$ cat src/rtl/vc_pkg.sv
// Shared types for the drive-command path between the UART receiver,
// the scheduler and the motor executor.
package vc_pkg;

    typedef struct packed {
        logic [7:0] lmotor;
        logic [7:0] rmotor;
        logic [7:0] dur;
    } cmd_t;

    typedef enum logic [1:0] {
        IDLE,
        START,
        RUN,
        ACK
    } sched_state_t;

    localparam logic [7:0] ACK_CHAR = 8'h41;

endpackage

$ cat src/rtl/cmd_fifo.sv
// Small command FIFO; head is visible combinationally on dout.
module cmd_fifo
    import vc_pkg::*;
#(
    parameter int unsigned DEPTH = 4
) (
    input  logic                     clk,
    input  logic                     reset,
    input  logic                     push,
    input  logic                     pop,
    input  logic                     flush,
    input  cmd_t                     din,
    output cmd_t                     dout,
    output logic [$clog2(DEPTH):0]   count
);

    localparam int unsigned AW = $clog2(DEPTH);
    localparam logic [AW:0] FULL = (AW + 1)'(DEPTH);

    cmd_t          mem_q [DEPTH];
    cmd_t          mem_d [DEPTH];
    logic [AW-1:0] wr_ptr_q, wr_ptr_d;
    logic [AW-1:0] rd_ptr_q, rd_ptr_d;
    logic [AW:0]   count_q, count_d;
    logic          do_push, do_pop;

    always_comb begin
        do_push  = push && (count_q != FULL);
        do_pop   = pop && (count_q != '0);
        mem_d    = mem_q;
        wr_ptr_d = wr_ptr_q;
        rd_ptr_d = rd_ptr_q;
        count_d  = count_q;
        if (flush) begin
            wr_ptr_d = '0;
            rd_ptr_d = '0;
            count_d  = '0;
        end else begin
            // Pointers wrap naturally because DEPTH is a power of two.
            if (do_push) begin
                mem_d[wr_ptr_q] = din;
                wr_ptr_d        = wr_ptr_q + 1'b1;
            end
            if (do_pop) begin
                rd_ptr_d = rd_ptr_q + 1'b1;
            end
            case ({do_push, do_pop})
                2'b10:   count_d = count_q + 1'b1;
                2'b01:   count_d = count_q - 1'b1;
                default: count_d = count_q;
            endcase
        end
    end

    always_ff @(posedge clk or posedge reset) begin
        if (reset) begin
            mem_q    <= '{default: '0};
            wr_ptr_q <= '0;
            rd_ptr_q <= '0;
            count_q  <= '0;
        end else begin
            mem_q    <= mem_d;
            wr_ptr_q <= wr_ptr_d;
            rd_ptr_q <= rd_ptr_d;
            count_q  <= count_d;
        end
    end

    assign dout  = mem_q[rd_ptr_q];
    assign count = count_q;

endmodule

$ cat src/rtl/drive_scheduler.sv
// Queues drive commands and runs them one at a time through the executor,
// handshaking an ACK after each; stop flushes everything.
module drive_scheduler
    import vc_pkg::*;
#(
    parameter int unsigned DEPTH = 4
) (
    input  logic                   clk,
    input  logic                   reset,
    input  logic                   cmd_valid,
    input  logic [7:0]             cmd_lmotor,
    input  logic [7:0]             cmd_rmotor,
    input  logic [7:0]             cmd_dur,
    output logic                   cmd_ready,
    output logic                   exec_start,
    output logic [7:0]             lmotor,
    output logic [7:0]             rmotor,
    output logic [7:0]             dur,
    input  logic                   exec_done,
    output logic                   ack_req,
    input  logic                   ack_done,
    input  logic                   stop,
    output logic                   busy,
    output logic [$clog2(DEPTH):0] count
);

    localparam logic [$clog2(DEPTH):0] FULL = ($clog2(DEPTH) + 1)'(DEPTH);

    sched_state_t state_q, state_d;
    logic [7:0]   lmotor_q, lmotor_d;
    logic [7:0]   rmotor_q, rmotor_d;
    logic [7:0]   dur_q, dur_d;
    logic         exec_start_q, exec_start_d;
    logic         ack_req_q, ack_req_d;
    logic         busy_q, busy_d;
    logic         fifo_push, fifo_pop;
    cmd_t         head;
    cmd_t         din;

    assign cmd_ready = (count != FULL);
    assign fifo_push = cmd_valid && cmd_ready && !stop;
    assign din       = '{lmotor: cmd_lmotor, rmotor: cmd_rmotor, dur: cmd_dur};

    cmd_fifo #(.DEPTH(DEPTH)) u_fifo (
        .clk   (clk),
        .reset (reset),
        .push  (fifo_push),
        .pop   (fifo_pop),
        .flush (stop),
        .din   (din),
        .dout  (head),
        .count (count)
    );

    always_comb begin
        state_d  = state_q;
        lmotor_d = lmotor_q;
        rmotor_d = rmotor_q;
        dur_d    = dur_q;
        fifo_pop = 1'b0;
        if (stop) begin
            state_d  = IDLE;
            lmotor_d = '0;
            rmotor_d = '0;
        end else begin
            case (state_q)
                IDLE: begin
                    if (count != '0) begin
                        fifo_pop = 1'b1;
                        lmotor_d = head.lmotor;
                        rmotor_d = head.rmotor;
                        dur_d    = head.dur;
                        // A zero-duration command is acknowledged without running.
                        state_d  = (head.dur != '0) ? START : ACK;
                    end
                end
                START:   state_d = RUN;
                RUN:     if (exec_done) state_d = ACK;
                ACK:     if (ack_done) state_d = IDLE;
                default: state_d = IDLE;
            endcase
        end
        exec_start_d = (state_d == START);
        ack_req_d    = (state_d == ACK);
        busy_d       = (state_d != IDLE);
    end

    always_ff @(posedge clk or posedge reset) begin
        if (reset) begin
            state_q      <= IDLE;
            lmotor_q     <= '0;
            rmotor_q     <= '0;
            dur_q        <= '0;
            exec_start_q <= 1'b0;
            ack_req_q    <= 1'b0;
            busy_q       <= 1'b0;
        end else begin
            state_q      <= state_d;
            lmotor_q     <= lmotor_d;
            rmotor_q     <= rmotor_d;
            dur_q        <= dur_d;
            exec_start_q <= exec_start_d;
            ack_req_q    <= ack_req_d;
            busy_q       <= busy_d;
        end
    end

    assign exec_start = exec_start_q;
    assign ack_req    = ack_req_q;
    assign busy       = busy_q;
    assign lmotor     = lmotor_q;
    assign rmotor     = rmotor_q;
    assign dur        = dur_q;

endmodule

$ cat config.mk
export PLATFORM = sky130hd
export DESIGN_NAME = drive_scheduler
export DESIGN_NICKNAME = d
export VERILOG_FILES = /design/src/rtl/vc_pkg.sv /design/src/rtl/cmd_fifo.sv /design/src/rtl/drive_scheduler.sv
export SDC_FILE = /design/constraint.sdc
export NUM_CORES = 1
export LEC_CHECK = 0
export CAP_MARGIN = 0
export CORE_MARGIN = 4
export CORE_UTILIZATION = 30
export CTS_CLUSTER_SIZE = 12
export DETAILED_ROUTE_END_ITERATION = 8
export GPL_TIMING_DRIVEN = 0
export SLEW_MARGIN = 20
export SYNTH_ARGS = -nofsm -noshare
export SYNTH_HDL_FRONTEND = slang
export SYNTH_SLANG_ARGS = --single-unit
export TNS_END_PERCENT = 1
$ cat constraint.sdc
create_clock -name clk -period 5.5 [get_ports clk]
set_input_delay 1.375 -clock clk [delete_from_list [all_inputs] [get_ports clk]]
set_output_delay 1.375 -clock clk [all_outputs]
set_load 0.03 [all_outputs]
# [Yosys cells after proc, flatten, opt, wreduce, memory -nomap -nowiden]
# Index checks and enable logic that the tools add are counted.
[totals] reg_bits=132 input_bits=30 output_inout_bits=31
[op_classes] add_sub_neg=4 order_cmp=3 eq_ne=8 n_mux=27 bitwise_logic=3 n_reduce_logical=18
[op_table] operator="96-bit bitwise mux" n=1
[op_table] operator="24-bit 2-to-1 mux" n=3
[op_table] operator="24-bit binary-select mux with 2-bit select" n=1
[op_table] operator="24-bit demux with 2-bit select" n=1
[op_table] operator="8-bit 2-to-1 mux" n=6
[op_table] operator="2-bit 2-to-1 mux" n=9
[op_table] operator="2-bit nonzero test" n=5
[op_table] operator="2-bit == test (second input constant)" n=4
[op_table] operator="2-bit case mux with 4 select lines" n=1
[op_table] operator="8-bit nonzero test" n=1
[op_table] operator="2-bit by 1-bit == test with 1-bit output (second input constant)" n=3
[op_table] operator="3-bit greater-or-equal comparator (second input constant)" n=2
[op_table] operator="2-bit NOT with 3-bit output" n=2
[op_table] operator="3-bit case mux with 2 select lines" n=1
[op_table] operator="3-bit nonzero test" n=2
[op_table] operator="1-bit logical AND" n=5
[op_table] operator="2-bit by 1-bit adder with 2-bit output (second input constant)" n=2
[op_table] operator="2-bit AND reduction" n=2
[op_table] operator="3-bit by 1-bit adder with 3-bit output (second input constant)" n=1
[op_table] operator="3-bit by 1-bit < comparator with 1-bit output (second input constant)" n=1
[op_table] operator="1-bit 2-to-1 mux" n=3
[op_table] operator="3-bit 2-to-1 mux" n=1
[op_table] operator="3-bit inequality test (second input constant)" n=1
[op_table] operator="3-bit AND reduction" n=1
[op_table] operator="other kinds (4)" n=4

# [Longest topological paths before layout]
# Gate-level depths: netlist of the first run.
[logic_depth] ltp_word=10 mapped_depth=9 depth_no_buf=7

# [By module]
# From an unflattened synthesis of the first run, not the netlist that was laid out.
[hier_totals] hier_cells=410 hier_area_um2=6391.1
[modules_own_cells] mod="cmd_fifo" instances=1 cells_each=295 area_each_um2=5152.4 seq_area_each_um2=2577.5
[modules_own_cells] mod="drive_scheduler" instances=1 cells_each=115 area_each_um2=1238.7 seq_area_each_um2=725.7

# [Worst setup path after synthesis of the first run]
# Ideal clock, no wire load.
[synth_timing] kind="input to register" start="in cmd_valid" end="reg u_fifo.count_q[2] (netlist: u_fifo.count[2])" setup_ns=0.145 arrival_ns=2.507 t_required_ns=5.355 setup_slack_ns=2.848 path_stages=6 cell_sequence="inv_1 > nor2_1 > nor3_1 > fa_1 > a221oi_1 > a211oi_1"
[synth_between] elab_chain_cells=6 elab_cells_between_ends=8
[synth_lines] item="start, declared" line="drive_scheduler.sv:10" rtl="input logic cmd_valid,"
[synth_lines] item="1-bit logical AND * (2 in a row)" line="drive_scheduler.sv:41" rtl="assign fifo_push = cmd_valid && cmd_ready && !stop;"
[synth_lines] item="1-bit logical AND *" line="cmd_fifo.sv:28" rtl="do_push = push && (count_q != FULL);"
[synth_lines] item="2-bit by 1-bit == test with 1-bit output / 2-bit == test (equally long branches)" line="cmd_fifo.sv:47" rtl="case ({do_push, do_pop})"
[synth_lines] item="3-bit case mux with 2 select lines" line="cmd_fifo.sv:47"
[synth_lines] item="3-bit 2-to-1 mux" line="cmd_fifo.sv:34" rtl="if (flush) begin"
[synth_lines] item="end signal, assigned" line="cmd_fifo.sv:65" rtl="count_q <= count_d;"
[synth_lines] item="end, declared" line="cmd_fifo.sv:24" rtl="logic [AW:0] count_q, count_d;"
# Every way passes the cells marked *; elsewhere a longest branch is shown, timed or not.
# A chain may end at the register's enable or synchronous reset.

# [Worst setup path after layout of the first run]
[layout_timing] start="reg u_fifo.count_q[0] (netlist: u_fifo.count[0])" end="out cmd_ready"
[layout_between] elab_chain_cells=1
[layout_lines] item="3-bit inequality test" line="drive_scheduler.sv:40" rtl="assign cmd_ready = (count != FULL);"
[layout_lines] item="end, declared" line="drive_scheduler.sv:14" rtl="output logic cmd_ready,"
# Every way passes these cells.

==> impl_results.md, run 1 <==
* RD Place Congestion at 0.7127
* Port buffer count at 60
* Final wirelength at 12.70 mm
* Clock Sinks at 132
* Hold Violations, Final at 0
* Cts repair resizes at 0
* Setup Skew at 0.008021 ns
* Io pins at 61
* Max stage delay on crit path at 0.61 ns
* Worst path slowest cell: clkdlybuf4s50_1
* Vias in the first global route at 3886
* Setup CP Type: reg -> out
* Initial antenna violation count at 0
* Vias at 3446
* Critical path startpoint category: flip-flop
* CTS clk-pin slew, worst paths at 0.06 ns
* HPWL Detailed at 8.958 mm
* Period utilization at 62.81%
* Sequential share of the synthesized area at 57.39%
* Clock Latency Late Sink at 0.41 ns
* Layout cells sized above 1 at 36.59%
* GR Overflow Total at 0
* GRT Resource Usage Total at 12.44%
* Total core area at 18770 sq um
* Clk buf depth at 2
* H-tree levels at 4
* Total CTS buffers at 17
* 1st-pass router iterations at 4
* Antenna Cells at 0
* YS warnings at 0
* Die area at 21470 sq um
* Clk root buf: clkbuf_16
* Net Count, Synth at 423
* Status: finished clean
* Final setup viols at 0
* DRT antenna net count at 0
* Slew @ Worst Pin at 0.6976 ns
* Crit path cell chain: nor3b_1, inv_1, clkdlybuf4s50_1
* Worst Setup Slack, final at 2.046 ns
* Cells after Synth at 388
* Mean area per synthesized cell at 14.83 sq um
* Flop and latch count out of synthesis at 132
* Dpl ws at 1.889 ns
* Arrival time worst endpoint at 2.08 ns
* Post-route minimum period at 3.454 ns
* Post-synthesis cell type count at 36
* Fillers at 1747
* Crit. End Element: output port
* Max_slew headroom at 53.49%
* MaxCap Viol Count at 0
* Crit path max fanout at 6
* Initial core utilization at 30.67%
* Hold Buf Count CTS at 0
* Residual DRC at 0
* Slew Limit Fails at 0
* Most frequent cells in the layout: dfrtp_1, mux2_2, clkdlybuf4s50_1, nand2_1, mux4_2
* Final Util at 38.86%
* Post-DP Area at 6681 sq um
* Synth Cell Area at 5756 sq um
* Setup Buffers After CTS at 0
* Rows at 50
* Type of the most critical hold path: reg -> reg
* Synth-to-layout area growth at 26.72%
* Die X at 146.5 um
* Unrepaired setup endpoints after global routing: no
* Commonest non-fill, non-tap cell in the layout: dfrtp_1
* Fin area at 7293 sq um
* Mean routed wirelength per cell at 17.77 um
* Largest net degree at the start of global routing at 70
* Vias/cell at 4.820
* Fmax at 0.2895 GHz
* Chip height at 146.5 um
* Pwr dens at 615.2 nW/um^2
* Fin nets at 503
* CTS tree: built
* First-pass GRT wire length at 20.93 mm
* CP required at 4.12 ns
* P_leak at 3.124 nW
* Maximum vdd drop at 0.2259 mV
* DR iter-0 viols at 149
Yosys cell counts:
cell / number / area [sq um]
mux4_1: 3 / 78.83
nor3b_1: 1 / 7.510
a211o_1: 1 / 8.760
or4_4: 1 / 11.26
dfrtp_1: 132 / 3303
buf_2: 10 / 50.05
nand3_1: 2 / 10.01
fa_1: 1 / 20.02
nor2_1: 9 / 33.78
clkbuf_1: 7 / 26.28
mux4_2: 21 / 473.0
xor2_1: 1 / 8.760
a211oi_1: 1 / 7.510
inv_1: 6 / 22.52
a21oi_1: 20 / 100.1
o21ai_0: 3 / 15.01
o31ai_4: 1 / 21.27
buf_1: 1 / 3.750
a21bo_2: 1 / 10.01
a221oi_1: 1 / 8.760
ha_1: 4 / 50.05
o211ai_1: 1 / 7.510
or3b_2: 1 / 8.760
or3_4: 1 / 11.26
xnor2_1: 2 / 17.52
buf_4: 1 / 7.510
mux2i_1: 2 / 20.02
buf_12: 1 / 20.02
nand2_1: 38 / 142.6
nor3_1: 5 / 25.02
a31oi_1: 1 / 6.260
mux2_2: 104 / 1171
or3_1: 1 / 6.260
xnor3_1: 1 / 22.52
and2b_1: 1 / 7.510
buf_6: 1 / 11.26
report_power, final:
group | switching [mW] | total, mW | internal [mW]
clock network | 0.408 | 1.14 | 0.736
logic | 0.816 | 1.68 | 0.866
registers | 0.234 | 1.66 | 1.43
sequential cells by signal, indices dropped and copies added (netlist names):
signal / count
rmotor: 8
ack_req: 1
u_fifo.rd_ptr_q: 2
state_q: 2
u_fifo.count: 3
lmotor: 8
u_fifo.mem_q: 96
busy: 1
dur: 8
u_fifo.wr_ptr_q: 2
exec_start: 1
worst max-delay path: cells and delay by family, from the launching register on:
| family | cells | cell delay (ns) |
|---|---|---|
| flops | 1 | 0.45 |
| simple gates | 1 | 0.54 |
| buf+inv | 2 | 0.69 |
kinds of logic after synthesis:
logic type | after synthesis | synth area share [%]
compound gates | 30 | 3.218
simple gates | 60 | 4.587
xor+xnor | 4 | 0.8479
buf+inv | 27 | 2.457
mux | 130 | 30.28
fa+ha+maj | 5 | 1.217
flops | 132 | 57.39
metal layers:
| layer | wire length (um) | global-route usage (%) | share of wire, % | up-vias |
|---|---|---|---|---|
| met4 | 117 | 3.246 | 0.92 | 0 |
| li1 | - | - | - | 1563 |
| met5 | 0 | 0 | 0 | - |
| met1 | 5331 | 14.73 | 42 | 1815 |
| met3 | 657 | 4.066 | 5.2 | 7 |
| met2 | 6595 | 21.81 | 52 | 61 |
final timing paths:
kind                                 start          endpoint  slack [ns]  depth (start not counted)
max reg2reg                u_fifo.count[1]   u_fifo.count[2]        2.56                          9
min                        u_fifo.mem_q[0]   u_fifo.mem_q[0]        0.50                          1
min in group asynchronous            reset         rmotor[1]        1.44                          2
max                        u_fifo.count[0]         cmd_ready        2.05                          3
min reg2reg                u_fifo.mem_q[0]   u_fifo.mem_q[0]        0.50                          1
max in group asynchronous            reset  u_fifo.mem_q[50]        3.32                          3
stage by stage:
step	setup TNS, ns	power (mW)	hold WS [ns]	std cells
floorplan	0	2.814	0.4704	388
global placement	-132.06	3.299	0.4805	682
detailed placement	0	3.384	0.4894	683
CTS	0	4.546	0.5024	715
global route	0	4.758	0.5166	715
finish	0	4.487	0.4968	715
final cells by class:
| cell class | count | area, sq um | area share, % |
|---|---|---|---|
| tap | 234 | 292.8 | 4.014 |
| sequential | 132 | 3303 | 45.29 |
| buffer | 21 | 118.9 | 1.630 |
| clock buffer | 20 | 456.7 | 6.262 |
| timing repair buffer | 61 | 628.1 | 8.612 |
| inverter | 6 | 27.53 | 0.3774 |
| clock inverter | 12 | 155.1 | 2.127 |
| multi-input combinational | 229 | 2311 | 31.69 |
Note: power is estimated with default switching activity, not from simulation.
==> inputs of run 2 (changes only) <==
==> constraint.sdc (replaced) <==
create_clock -name clk -period 3.15 [get_ports clk]
set_input_delay 0.7875 -clock clk [delete_from_list [all_inputs] [get_ports clk]]
set_output_delay 0.7875 -clock clk [all_outputs]
set_load 0.03 [all_outputs]
==> impl_results.md, run 2 (synthesis results as in run 1) <==
* Status: finished clean (unchanged)
* Final Util at 39.61% (was 38.86%)
* Slew Limit Fails at 0 (unchanged)
* Antenna Cells at 0 (unchanged)
* Hold Buf Count CTS at 0 (unchanged)
* Layout cells sized above 1 at 37.19% (was 36.59%)
* Total power after layout at 8.191 mW (was 4.487 mW)
* Setup Skew at 0.004594 ns (was 0.008021 ns)
* Worst Setup Slack, final at 0.2465 ns (was 2.046 ns)
* H-tree levels at 4 (unchanged)
* Max_slew headroom at 46.32% (was 53.49%)
* Slew @ Worst Pin at 0.8052 ns (was 0.6976 ns)
* First-pass GRT wire length at 21.82 mm (was 20.93 mm)
* Io pins at 61 (unchanged)
* Vias in the first global route at 4021 (was 3886)
* RD Place Congestion at 0.7304 (was 0.7127)
* Reg with most FFs: u_fifo.mem_q (unchanged)
* Clock Sinks at 132 (unchanged)
* CTS clk-pin slew, worst paths at 0.06 ns (about the same)
* Unrepaired setup endpoints after global routing: no (unchanged)
* HPWL Detailed at 9.349 mm (was 8.958 mm)
* Die X at 146.5 um (unchanged)
* Initial core utilization at 30.67% (unchanged)
* P_leak at 3.209 nW (was 3.124 nW)
* Clk root buf: clkbuf_16 (unchanged)
* Initial antenna violation count at 0 (unchanged)
* Maximum vdd drop at 0.4268 mV (was 0.2259 mV)
* Final wirelength at 13.41 mm (was 12.70 mm)
* Die area at 21470 sq um (unchanged)
* Clk buf depth at 2 (unchanged)
* Total CTS buffers at 17 (unchanged)
* DR iter-0 viols at 161 (was 149)
* DRT antenna net count at 0 (unchanged)
* CP required at 2.36 ns (was 4.12 ns)
* GRT Resource Usage Total at 13.07% (was 12.44%)
* Total core area at 18770 sq um (unchanged)
* Largest net degree at the start of global routing at 33 (was 70)
* Critical path startpoint category: flip-flop (unchanged)
* Crit path max fanout at 6 (unchanged)
* Post-route minimum period at 2.903 ns
* Commonest non-fill, non-tap cell in the layout: dfrtp_1 (unchanged)
* Setup CP Type: reg -> out (unchanged)
* Fmax at 0.3444 GHz
* CTS tree: built (unchanged)
* Type of the most critical hold path: reg -> reg (unchanged)
* Most frequent cells in the layout: dfrtp_1, mux2_2, clkdlybuf4s50_1, nand2_1, mux4_2 (unchanged)
* Arrival time worst endpoint at 2.12 ns (was 2.08 ns)
* Crit. End Element: output port (unchanged)
* Residual DRC at 0 (unchanged)
* Clock Latency Late Sink at 0.41 ns (about the same)
* Chip height at 146.5 um (unchanged)
* 1st-pass router iterations at 4 (unchanged)
* GR Overflow Total at 0 (unchanged)
* Period utilization at 92.17%
* Final setup viols at 0 (unchanged)
* Dpl ws at 0.05608 ns (was 1.889 ns)
* Rows at 50 (unchanged)
* Vias/cell at 4.886 (was 4.820)
* Hold Violations, Final at 0 (unchanged)
* Pwr dens at 1102 nW/um^2 (was 615.2 nW/um^2)
* Mean routed wirelength per cell at 18.68 um (was 17.77 um)
* Synth-to-layout area growth at 29.17% (was 26.72%)
* Vias at 3508 (was 3446)
* Port buffer count at 60 (unchanged)
* MaxCap Viol Count at 0 (unchanged)
* Fin nets at 506 (was 503)
* Max reg flops at 96 (unchanged)
* R2r setup slk at 0.25 ns (was 2.56 ns)
run 2: stage by stage:
stage,instances,setup TNS (ns),hold WS [ns],cell area (sq um)
floorplan,388,0,0.4704,5759
global placement,682,-46.22,0.4788,6653
detailed placement,686,0,0.4855,6740
CTS,718,0,0.4981,7433
global route,718,0,0.5156,7435
finish,718,0,0.4950,7435
run 2: area by class of cell:
| class | count | area (sq um) |
|---|---|---|
| fill | 1726 | 11330 |
| sequential | 132 | 3303 |
| multi-input combinational | 229 | 2311 |
| timing repair buffer | 64 | 688.2 |
| clock buffer | 23 | 498.0 |
| tap | 234 | 292.8 |
| clock inverter | 9 | 195.2 |
| buffer | 21 | 120.1 |
| inverter | 6 | 26.28 |
run 2: final timing paths:
kind                                       start               end  cells past startpoint
max in group asynchronous                  reset  u_fifo.mem_q[26]                      5
worst max-delay path             u_fifo.count[1]         cmd_ready                      3
worst max register to register   u_fifo.count[1]   u_fifo.count[2]                      9
worst min register to register  u_fifo.mem_q[78]  u_fifo.mem_q[78]                      1
worst min-delay path            u_fifo.mem_q[78]  u_fifo.mem_q[78]                      1
min in group asynchronous                  reset         rmotor[1]                      2
run 2: worst max-delay path, stage by stage, from the launching register on:
cell	delay, ns
dfrtp_1	0.44
nor3b_1	0.57
inv_1	0.09
clkdlybuf4s50_1	0.61
run 2: timing repair:
item,CTS,global route
endpoints found under the setup margin,0,2
resized for setup,0,2
setup buffers,0,0
run 2: power breakdown:
group / switching, mW / leakage [nW] / internal, mW / total [mW]
clock: 0.711 / 0.343 / 1.59 / 2.30
combinational: 1.45 / 1.19 / 1.53 / 2.98
sequential: 0.425 / 1.68 / 2.49 / 2.92
total: 2.59 / 3.21 / 5.60 / 8.19
run 2: routing by layer:
layer	global-route usage, %	vias up	part of all wire (%)
li1	-	1577	-
met1	16.59	1857	46
met2	22.00	60	50
met3	2.638	14	2.7
met4	5.174	0	1.4
met5	0	-	0
